--- config.mk ---
export PLATFORM = sky130hd
export DESIGN_NAME = fetch_unit
export DESIGN_NICKNAME = d
export VERILOG_FILES = /design/src/rtl/fetch_unit.sv
export SDC_FILE = /design/constraint.sdc
export NUM_CORES = 1
export LEC_CHECK = 0
export ABC_AREA = 1
export CORE_MARGIN = 2
export CORE_UTILIZATION = 55
export DETAILED_ROUTE_END_ITERATION = 6
export GPL_TIMING_DRIVEN = 1
export PLACE_DENSITY = 0.75
export SLEW_MARGIN = 20
export SYNTH_ARGS = -nofsm -noshare
export SYNTH_HDL_FRONTEND = slang
export SYNTH_SLANG_ARGS = --single-unit
export TNS_END_PERCENT = 5
--- constraint.sdc ---
create_clock -name clk -period 1.9 [get_ports clk]
set_input_delay 0.38 -clock clk [delete_from_list [all_inputs] [get_ports clk]]
set_output_delay 0.38 -clock clk [all_outputs]
set_load 0.02 [all_outputs]
--- src/rtl/fetch_unit.sv ---
// fetch_unit: PC sequencer (IDLE/RUN/HALTED) with relative/LUT branches.
// Optional macro FETCH_CYCLE_COUNT_EN adds a saturating RUN-cycle counter output.
`default_nettype none

module fetch_unit #(
   parameter int PC_W      = 8,
   parameter int LUT_IDX_W = 5
) (
   input  logic                 clk,
   input  logic                 rst,
   input  logic                 start,
   input  logic                 halt,
   input  logic                 stall,
   input  logic                 branch_taken,
   input  logic                 branch_mode,
   input  logic [LUT_IDX_W-1:0] branch_operand,
   input  logic                 lut_wr_en,
   input  logic [LUT_IDX_W-1:0] lut_wr_idx,
   input  logic [PC_W-1:0]      lut_wr_data,
`ifdef FETCH_CYCLE_COUNT_EN
   output logic [15:0]          cycle_count,
`endif
   output logic [PC_W-1:0]      pc,
   output logic                 fetch_valid,
   output logic                 done
);

   localparam int LUT_N = 2 ** LUT_IDX_W;

   typedef enum logic [1:0] {
      S_IDLE   = 2'd0,
      S_RUN    = 2'd1,
      S_HALTED = 2'd2
   } state_t;

   state_t                state_q, state_d;
   logic [PC_W-1:0]       pc_q, pc_d;
   logic                  fetch_valid_q, fetch_valid_d;
   logic                  done_q, done_d;
   logic [PC_W-1:0]       lut_q [LUT_N];
   logic [PC_W-1:0]       lut_d [LUT_N];
   logic signed [PC_W-1:0] rel_off;

   // Relative offsets are two's complement in the operand field.
   assign rel_off = PC_W'($signed(branch_operand));

   // Branch reads use lut_q, so a same-cycle write to that index is not yet visible.
   always_comb begin
      lut_d = lut_q;
      if (lut_wr_en) begin
         lut_d[lut_wr_idx] = lut_wr_data;
      end
   end

   always_comb begin
      state_d = state_q;
      pc_d    = pc_q;
      unique case (state_q)
         S_IDLE: begin
            pc_d = '0;
            if (start) begin
               state_d = S_RUN;
            end
         end
         S_RUN: begin
            if (stall) begin
               pc_d = pc_q;
            end else if (halt) begin
               state_d = S_HALTED;
            end else if (branch_taken) begin
               pc_d = branch_mode ? lut_q[branch_operand] : pc_q + rel_off;
            end else begin
               pc_d = pc_q + PC_W'(1);
            end
         end
         S_HALTED: begin
            if (start) begin
               state_d = S_RUN;
               pc_d    = '0;
            end
         end
         default: begin
            state_d = S_IDLE;
            pc_d    = '0;
         end
      endcase
      fetch_valid_d = (state_d == S_RUN);
      done_d        = (state_d == S_HALTED);
   end

   always_ff @(posedge clk) begin
      if (rst) begin
         state_q       <= S_IDLE;
         pc_q          <= '0;
         fetch_valid_q <= 1'b0;
         done_q        <= 1'b0;
         lut_q         <= '{default: '0};
      end else begin
         state_q       <= state_d;
         pc_q          <= pc_d;
         fetch_valid_q <= fetch_valid_d;
         done_q        <= done_d;
         lut_q         <= lut_d;
      end
   end

   assign pc          = pc_q;
   assign fetch_valid = fetch_valid_q;
   assign done        = done_q;

`ifdef FETCH_CYCLE_COUNT_EN
   logic [15:0] cycle_count_q, cycle_count_d;

   // Counts every cycle spent in RUN (stalls included); restart clears it.
   always_comb begin
      cycle_count_d = cycle_count_q;
      if (state_q != S_RUN && state_d == S_RUN) begin
         cycle_count_d = '0;
      end else if (state_q == S_RUN && cycle_count_q != 16'hFFFF) begin
         cycle_count_d = cycle_count_q + 16'd1;
      end
   end

   always_ff @(posedge clk) begin
      if (rst) begin
         cycle_count_q <= '0;
      end else begin
         cycle_count_q <= cycle_count_d;
      end
   end

   assign cycle_count = cycle_count_q;
`endif

endmodule

`default_nettype wire

# Word level (Yosys, flattened, before mapping)
# Cells that the tools add are included.
[op_classes]
add_sub_neg = 2
magnitude_cmp = 3
n_eq_ne = 7
mux = 16
bitwise_logic = 2
reduce_logical = 4
[ops]
columns = ["cell", "count"]
rows = [
  ["256-bit bitwise mux", 1],
  ["8-bit 2-to-1 mux", 8],
  ["8-bit binary-select mux with 5-bit select", 1],
  ["8-bit demux with 5-bit select", 1],
  ["8-bit one-hot mux with 2 select lines", 1],
  ["6-bit >= comparator (second input constant)", 2],
  ["5-bit inverter with 6-bit output", 2],
  ["8-bit by 1-bit adder with 8-bit output (second input constant)", 1],
  ["8-bit adder", 1],
  ["6-bit by 1-bit less-than comparator with 1-bit output (second input constant)", 1],
  ["2-bit 2-to-1 mux", 3],
  ["2-bit inequality test (second input constant)", 3],
  ["2-bit by 1-bit equality test with 1-bit output (second input constant)", 2],
  ["2-bit equality test (second input constant)", 2],
  ["2-bit one-hot mux with 2 select lines", 1],
  ["3-bit AND reduction", 1],
  ["2-bit logical NOT", 1],
  ["2-bit OR reduction", 1],
  ["1-bit logical AND", 1],
]
[totals]
reg_bits = 268
inputBits = 26
output_inout_bits = 10
word_cells = 70

# Logic depth before layout (Yosys ltp)
# Gate-level depths: netlist (run 1).
[logic_depth]
ltp_word = 9
mapped_depth = 14

# Worst setup path after synthesis (run 1)
# Ideal clock, no wire load.
[synth_path]
path_type = "input port to flip-flop"
from = "in branch_operand[1]"
to = "reg pc_q[6], in the netlist pc[6]"
setup_time_ps = 132
arrival_ps = 1879
slack_ps = -112
stages = 14
path_cell_list = "buf_4 > inv_2 > buf_4 > buf_6 > fa_1 > inv_1 > nand4_1 > o211ai_1 > xnor2_1 > nand2_1 > nand2_1 > nand2_1 > nand2_1 > a21oi_1"
[synth_via]
elab_chain_cells = 9
[synth_rtl]
columns = ["element", "line", "source"]
rows = [
  ["start: declaration", "16", "input logic [LUT_IDX_W-1:0] branch_operand,"],
  ["5-bit inverter with 6-bit output (not written as such)", "71", "pc_d = branch_mode ? lut_q[branch_operand] : pc_q + rel_off;"],
  ["8-bit binary-select mux with 5-bit select", "71", ""],
  ["8-bit 2-to-1 mux (not written as such) (2 in a row)", "71", ""],
  ["8-bit 2-to-1 mux (*)", "71", ""],
  ["8-bit 2-to-1 mux (*)", "70", "end else if (branch_taken) begin"],
  ["8-bit 2-to-1 mux (*)", "68", "end else if (halt) begin"],
  ["8-bit 2-to-1 mux (*)", "66", "if (stall) begin"],
  ["8-bit one-hot mux with 2 select lines (*)", "58", "unique case (state_q)"],
  ["end signal: assignment", "100", "pc_q <= pc_d;"],
  ["end: declaration", "37", "logic [PC_W-1:0] pc_q, pc_d;"],
]
# Mark *: on every way between the ends. The rest lies on a longest branch, timed or not. The select of a mux whose other input is x is not followed.
# A chain may end at the register's enable or synchronous reset.

# Worst setup path after layout (run 1)
[layout_path]
from = "reg fetch_valid_q, in the netlist fetch_valid"
to = "out fetch_valid"
[layout_lines]
columns = ["element", "line", "source"]
rows = [
  ["start: declaration", "38", "logic fetch_valid_q, fetch_valid_d;"],
  ["start signal: assignment", "101", "fetch_valid_q <= fetch_valid_d;"],
  ["end: declaration", "24", "output logic fetch_valid,"],
]
# No word-level cell between the ends.

==> qor.yml, run 1 <==
status: "completed"
syn_inst: 1926
synth_seq_cells: 268
hpwl_um: 24600
drt_iter0_markers: 1186
clock_latency_ps: 560
antenna_cells: 0
die_h_um: 157
synth_edf_count: 0
cpLargestDelayFamily: "buffers and inverters"
path_class: "reg -> out"
fin_total_pwr_mw: 13.2
cp_num_buf_inv: 1
root_buffer: "clkbuf_16"
grt_pass1_vias: 11837
core_area_um2: 23300
cp.arrival_ps: 1460
cp.required_ps: 1520
postRouteAntennaNets: 0
cts_buffers: 29
pwr_density_cell_nw_per_um2: 859
drc: 0
critPathLaunchType: "register"
first_pass_iters: 5
min_period_ps: 1840
syn_avg_cell_area_um2: 6.70
fin_hold_ws_ps: 361
final_hold_viol_count: 0
slew_headroom: 0.648
fin_crit_sh: 0.966
crit_fanout: 1
synth_nets: 1961
ys_warn_count: 0
vdd_drop_max_v: 0.000656
grt_pass1_wl_um: 61200
worst_slack_ps: 64.4
place.gp.congestion: 0.878
grtUsageTotal: 0.310
critPathCaptureType: "primary output"
pre_cts_ws_ps: -328
num_rows: 56
final_area_um2: 15300
clock_path_buffers: 3
rsz0062_at_grt: "no"
grt.overflow.total: 0
netlist_area_um2: 12900
synth-seq-area-share: 0.416
post_drt_via_cell_ratio: 5.54
port_buffers: 35
setup_viol: 0
synth_area_leaders: "dfxtp_1, nand2_1, a21oi_1"
synth-async-reset-ratio: 0
synth_top_area_frac: 0.416
wire_per_inst_um: 16.5
grt_max_degree: 65
worstPathCellList: "clkdlybuf4s50_1"
synth_top_area_cell: "dfxtp_1"
initial_core_util: 0.555
drive_gt1_frac: 0.114
seqCellArea_um2: 5370
hold_path.class: "in -> reg"
worstMarginPinSlew_ps: 527
die_w_um: 157
die_area_um2: 24700
slowest_stage: "clkdlybuf4s50_1"
ys_types: 29
layout.nets: 2025
fin_skew_ps: 9.03
finalWirelength_um: 38500
maxCapViolCount: 0
routed-via-count: 12911
multi_input_area_um2: 6450
htreeDepth: 1
area_growth_pct: 18.7
max_freq_mhz: 545
yosysMostFrequentCell: "nand2_1"
synth_ff_type: "dfxtp_1"
dpl_cell_area_um2: 14300
synthTopCellsByCount: "nand2_1, dfxtp_1, a21oi_1, nand3_1, inv_1"
drv_slew: 0
max_stage_delay_ps: 600
cts.sinks: 268
post_cts_buffers: 0
p_leak_nw: 5.69
hold_buffers: 0
antenna_found_initial: 0
fillers: 2044
io_pins: 36
clk_pin_slew_ps: 60
cts_tree: "done"
## worst paths after layout
path / depth (start not counted) / slack, ps / startpoint / to
max: 1 / 60 / fetch_valid / fetch_valid
min: 2 / 360 / rst / lut_q[89]
max reg2reg: 12 / 160 / pc[0] / pc[4]
min reg2reg: 2 / 460 / lut_q[9] / lut_q[9]
## cell type report
type | instances | area share
inverters | 127 | 0.0313
clock inverters | 14 | 0.0152
clock buffers | 40 | 0.0533
multi-input cells | 1410 | 0.421
flip-flops and latches | 268 | 0.350
well taps | 319 | 0.0261
repair buffers | 154 | 0.102
## report_power, final
group	total, mW	internal, mW	switching (mW)	leakage, nW
clock network	6.21	3.82	2.39	0.510
logic	1.25	0.418	0.829	3.01
registers	5.69	5.67	0.0237	2.16
## registers in the layout, summed over array words and instances, names as in the netlist
signal,count
pc,8
lut_q,256
fetch_valid,1
state_q,2
done,1
## what timing repair did
action                                  in CTS  in global routing
endpoints found under the setup margin       8                  2
pin swaps                                    0                  1
gates resized for setup                      8                  3
## per-layer routing
metal	GRT usage	vias to the layer above	share of wire
li1	-	6343	-
met3	0.0402	108	0.086
met2	0.511	575	0.46
met5	0	-	0
met1	0.413	5885	0.41
met4	0.125	0	0.044
## stage by stage
step                setup TNS (ps)  cells  utilization
detailed placement          -45200   2278        0.613
CTS                              0   2332        0.658
global placement            -36280   2278        0.613
global route                     0   2332        0.658
finish                           0   2332        0.658
floorplan                        0   1926            -
## logic make-up (layout without fill, tap and decap cells)
family                     Yosys count  after routing  synth area share
adders and majority gates            9              9           0.00931
buffers and inverters              248            335            0.0857
xor gates and xnor gates             6              6           0.00407
AOI/OAI and AO/OA                  327            327             0.139
DFF                                268            268             0.416
and+or+nand+nor                   1068           1068             0.346
## layout by cell type, fill, tap and decap left out, types with 2 or more instances in the layout
cell / synthesis / final
nand2_1: 748 / 748
dfxtp_1: 268 / 267
a21oi_1: 236 / 235
nand3_1: 189 / 189
inv_1: 108 / 107
buf_4: 21 / 93
nor2_1: 83 / 83
a211oi_1: 48 / 48
clkbuf_16: 0 / 29
o21ai_0: 27 / 27
buf_12: 0 / 27
clkdlybuf4s50_1: 0 / 24
nor2_4: 20 / 20
inv_2: 19 / 19
o211ai_1: 13 / 13
nor2_2: 12 / 12
nor3_1: 9 / 9
dlygate4sd2_1: 0 / 8
ha_1: 8 / 7
clkbuf_8: 0 / 6
clkbuf_1: 64 / 6
bufinv_16: 0 / 6
xor2_1: 4 / 4
clkinv_2: 0 / 4
nor3_2: 3 / 3
nand4_1: 2 / 2
xnor2_1: 2 / 2
clkinvlp_4: 0 / 2
(Power assumes the default switching activity.)
==> inputs of run 2 (changes only) <==
--- a/config.mk
+++ b/config.mk
@@ -7,10 +7,11 @@
 export LEC_CHECK = 0
 export ABC_AREA = 1
 export CORE_MARGIN = 2
-export CORE_UTILIZATION = 55
+export CORE_UTILIZATION = 56
+export CTS_CLUSTER_DIAMETER = 50
 export DETAILED_ROUTE_END_ITERATION = 6
 export GPL_TIMING_DRIVEN = 1
-export PLACE_DENSITY = 0.75
+export PLACE_DENSITY = 0.76
 export SLEW_MARGIN = 20
 export SYNTH_ARGS = -nofsm -noshare
 export SYNTH_HDL_FRONTEND = slang
==> qor.yml, run 2 (same netlist as run 1, synthesis figures left out) <==
maxCapViolCount: 0
dpl_cell_area_um2: 14200
min_period_ps: 1840
grt_max_degree: 70
core_area_um2: 22600
layout.nets: 2033
crit_fanout: 1
drt_iter0_markers: 1101
largest_reg_flops: 256
fin_crit_sh: 0.967
antenna_found_initial: 0
hold_depth: 2
drv_slew: 0
critPathCaptureType: "primary output"
num_rows: 55
status: "completed"
grtUsageTotal: 0.313
hold_buffers: 0
hold_end: "lut_q[92]"
die_area_um2: 24300
die_w_um: 156
clock_latency_ps: 550
cp_num_buf_inv: 1
cts_buffers: 30
hold_path.class: "in -> reg"
clock_path_buffers: 3
setup_viol: 0
port_buffers: 35
routed-via-count: 12839
fin_hold_ws_ps: 392
final_common_cell: "nand2_1"
cp.required_ps: 1520
path_class: "reg -> out"
post_drt_via_cell_ratio: 5.57
max_freq_mhz: 544
io_pins: 36
worstPathCellList: "clkdlybuf4s50_1"
die_h_um: 156
vdd_drop_max_v: 0.000630
hold_start: "rst"
final_hold_viol_count: 0
clk_pin_slew_ps: 60
rsz0062_at_grt: "no"
max_stage_delay_ps: 590
grt_pass1_vias: 12062
fin_total_pwr_mw: 12.5
post-place-cells: 2250
area_growth_pct: 17.6
regToRegStartpoint: "pc[0]"
pwr_density_cell_nw_per_um2: 826
fin_setup_tns_ps: 0
wire_per_inst_um: 16.4
htreeDepth: 1
r2r_end: "pc[6]"
cpLargestDelayFamily: "buffers and inverters"
fin_skew_ps: 9.80
cp.arrival_ps: 1460
final_area_um2: 15200
critPathLaunchType: "register"
max_flop_register: "lut_q"
drive_gt1_frac: 0.116
worstMarginPinSlew_ps: 574
antenna_cells: 0
rr_worst_depth: 12
slew_headroom: 0.617
grt_pass1_wl_um: 61800
hpwl_um: 24400
first_pass_iters: 5
cts_tree: "done"
grt.overflow.total: 0
place.gp.congestion: 0.913
r2r_slack_ps: 180
finalWirelength_um: 37900
fin_cells: 2305
postRouteAntennaNets: 0
initial_core_util: 0.570
cts.sinks: 268
root_buffer: "clkbuf_16"
layout_common_cells: "nand2_1, dfxtp_1, a21oi_1"
p_leak_nw: 5.66
slowest_stage: "clkdlybuf4s50_1"
drc: 0
[run 2: cell types whose count changed in the layout (fill, tap and decap cells not counted), moves of 3 or more]
| cell | change |
|---|---|
| bufinv_16 | -5 |
| buf_4 | +11 |
| buf_12 | -4 |
| clkbuf_1 | +3 |
[run 2: what timing repair did]
| item | CTS | global route |
|---|---|---|
| hold endpoints to repair | 0 | 0 |
| resized for setup | 8 | 3 |
| setup endpoints to repair | 8 | 2 |
| setup buffers | 0 | 1 |
| pin swaps | 0 | 4 |
[run 2: cell type report]
class / count / area [um2]
timing repair buffer: 161 / 1570
clock buffer: 43 / 851
clock inverter: 11 / 98.8
fill: 1927 / 7470
sequential: 268 / 5370
inverter: 127 / 479
multi-input combinational: 1410 / 6450
tap: 285 / 357
[run 2: metal layers]
layer,track usage,wire length [um]
met2,0.523,17900
met4,0.0996,1090
met1,0.414,15900
met5,0,0
met3,0.0508,2950
[run 2: worst max path at each step]
stage / startpoint / to / slack, ps / cells after the start
CTS: fetch_valid / fetch_valid / 40 / 1
floorplan: branch_operand[1] / pc[6] / 40 / 14
global placement: branch_operand[4] / pc[5] / -360 / 11
global route: pc[0] / pc[6] / 0.1 / 12
detailed placement: branch_operand[4] / pc[5] / -350 / 11
finish: done / done / 60 / 1
[run 2: report_power, final]
| part | internal, mW | switching [mW] | total, mW | leakage [nW] |
|---|---|---|---|---|
| logic | 0.418 | 0.816 | 1.23 | 3.03 |
| clock network | 3.25 | 2.34 | 5.60 | 0.470 |
| registers | 5.67 | 0.0233 | 5.70 | 2.16 |
[run 2: metrics by stage]
stage          setup WS, ps  utilization
3_5_place_dp           -346        0.628
4_1_cts                38.6        0.669
2_1_floorplan          44.3            -
6_report               62.4        0.670
5_1_grt               0.125        0.670
3_3_place_gp           -362        0.628
==> edit: new RTL, flow settings as in run 2 <==
`pc_q` no longer has a reset.
--- a/src/rtl/fetch_unit.sv
+++ b/src/rtl/fetch_unit.sv
@@ -91,17 +91,19 @@
    always_ff @(posedge clk) begin
       if (rst) begin
          state_q       <= S_IDLE;
-         pc_q          <= '0;
          fetch_valid_q <= 1'b0;
          done_q        <= 1'b0;
          lut_q         <= '{default: '0};
       end else begin
          state_q       <= state_d;
-         pc_q          <= pc_d;
          fetch_valid_q <= fetch_valid_d;
          done_q        <= done_d;
          lut_q         <= lut_d;
       end
+   end
+
+   always_ff @(posedge clk) begin
+      pc_q <= pc_d;
    end
 
    assign pc          = pc_q;
Behaviour: differs if rst is asserted again (counterexample within 4 cycles, from zero or initial values and one cycle with rst high); with rst held inactive, the same outputs for 4 cycles.
==> edit against run 2 <==
The run now ends with setup timing left; routed wire length grew 0.39%; synthesized cell count shrank 4.9%; largest cell class unchanged; core utilization grew 1.1 points; setup slack lost 170 ps; first-iteration DRC count grew 29%; register-to-register slack lost 280 ps; sequential share of layout area grew 0.15 points; critical endpoint is now pc[6]; sequential cell count is the same; power grew 5.4%; area after synthesis shrank 1.3%; final area grew 1.0%.
==> edit: results (changes against run 2) <==
Global route
  • GRT met2 Usage: 51.4% (-0.91 points)
  • Vias in the first global route: 11,900 (-1.1%)
  • First-pass GRT wire length: 60,500 µm (-2.1%)
  • Tot GR Track Use: 31.2% (about the same)

Outcome
  • Status: finished, violations left
  • Failing checks: setup timing

Worst setup path
  • Reg2reg end: pc[6]
  • Critical path class: flip-flop to flip-flop
  • Crit path DAT: 2330 ps (+870 ps)
  • Reg-to-Reg Start: pc[0]
  • Reg2Reg Depth: 15 (+3)

Power and ir drop
  • P_leak: 5.55 nW (-2.0%)
  • Max VDD drop: 0.720 mV (+14%)

Logic synthesis
  • Number of flops mapped to enable cells by yosys: 8 (+8)
  • Seq/Total Area, Yosys: 42.7% (+1.2 points)
  • Distinct cell type count after synthesis: 40 (+38%)
  • Synth area leaders: dfxtp_1, nand2_1, a21oi_1
  • Syn Nets: 1,866 (-4.8%)

Placement
  • HPWL after DPL: 24,500 µm (+0.51%)
  • GPL Wtd Cong: 0.950 (+4.1%)
  • Cell Area, Placed: 0.0143 mm² (+0.59%)
  • Worst slack, placed: -413 ps (-67.8 ps)

Timing
  • Final setup violation count: 1 (+1)
  • Setup slack after layout: -104 ps (-167 ps)
  • Min Hold Slack: 212 ps (-180 ps)
  • Tightest Pin Transition: 404 ps (-171 ps)

Routing
  • Routed length on met1: 15,600 µm (-1.8%)
  • 1st-iter DRT viols: 1,421 (+29%)
  • Vias/cell: 5.72 (+2.6%)
  • Detail Route met3 WL: 3090 µm (+4.5%)
  • Post-DR wirelength/cell: 16.9 µm (+3.0%)

Clocking
  • Clk_lat worst skew: 570 ps (+20 ps)
  • Clock buffer count from CTS: 31 (+3.3%)

Final layout
  • Layout cells sized above 1: 14.3% (+2.7 points)
[edit: cell types whose count changed in the layout (fill, tap and decap cells not counted), moves of 26 or more]
| cell | before | now |
|---|---|---|
| a21oi_1 | 236 | 275 |
| o21ai_0 | 27 | 53 |
| inv_1 | 107 | 47 |
| a211oi_1 | 48 | 8 |
| o21ai_1 | 0 | 34 |
| nand2_1 | 748 | 674 |
| nand3_1 | 189 | 118 |
[edit: worst max-delay path, stage by stage (launching register included)]
cell and delay, ps:
edfxtp_1 360, ha_2 200, inv_2 40, fa_2 350, inv_2 70, nand3_2 70, nand2_2 80, nand2_2 60
nand2_1 50, nand2_1 40, nand2_1 80, a21oi_1 60, o21ai_1 80, nand3_1 90, nand2_1 80, inv_1 40
[edit: where the power goes]
group | switching [W] | internal [W] | total, W
clock network | 0.00241 | 0.00350 | 0.00591
logic | 0.000967 | 0.000568 | 0.00153
registers | 0.0000444 | 0.00572 | 0.00576
total | 0.00342 | 0.00979 | 0.0132
[edit: logic make-up after synthesis]
family	Yosys count	synth area share, %
compound gates	413	17.3
xor+xnor	7	0.481
fa+ha+maj	9	0.943
buf+inv	189	7.07
flops	268	42.7
simple gates	945	31.5
[edit: what timing repair did]
| item | in CTS | in global routing |
|---|---|---|
| resized for setup | 8 | 5 |
| endpoints found under the setup margin | 9 | 3 |
| buffers inserted | 0 | 1 |
| pin swaps | 3 | 6 |
[edit: through the flow]
stage	setup TNS, ps	cells
2_1_floorplan	-177	1831
4_1_cts	-61.3	2245
3_3_place_gp	-43000	2189
6_report	-104	2246
5_1_grt	-277	2246
3_5_place_dp	-52230	2189
[edit: cell type report]
type,count,area [µm²]
clock inverters,8,82.6
inverters,81,317
multi-input cells,1374,6420
well taps,285,357
repair buffers,182,1780
clock buffers,48,931
flip-flops and latches,268,5450
fillers,1873,7170
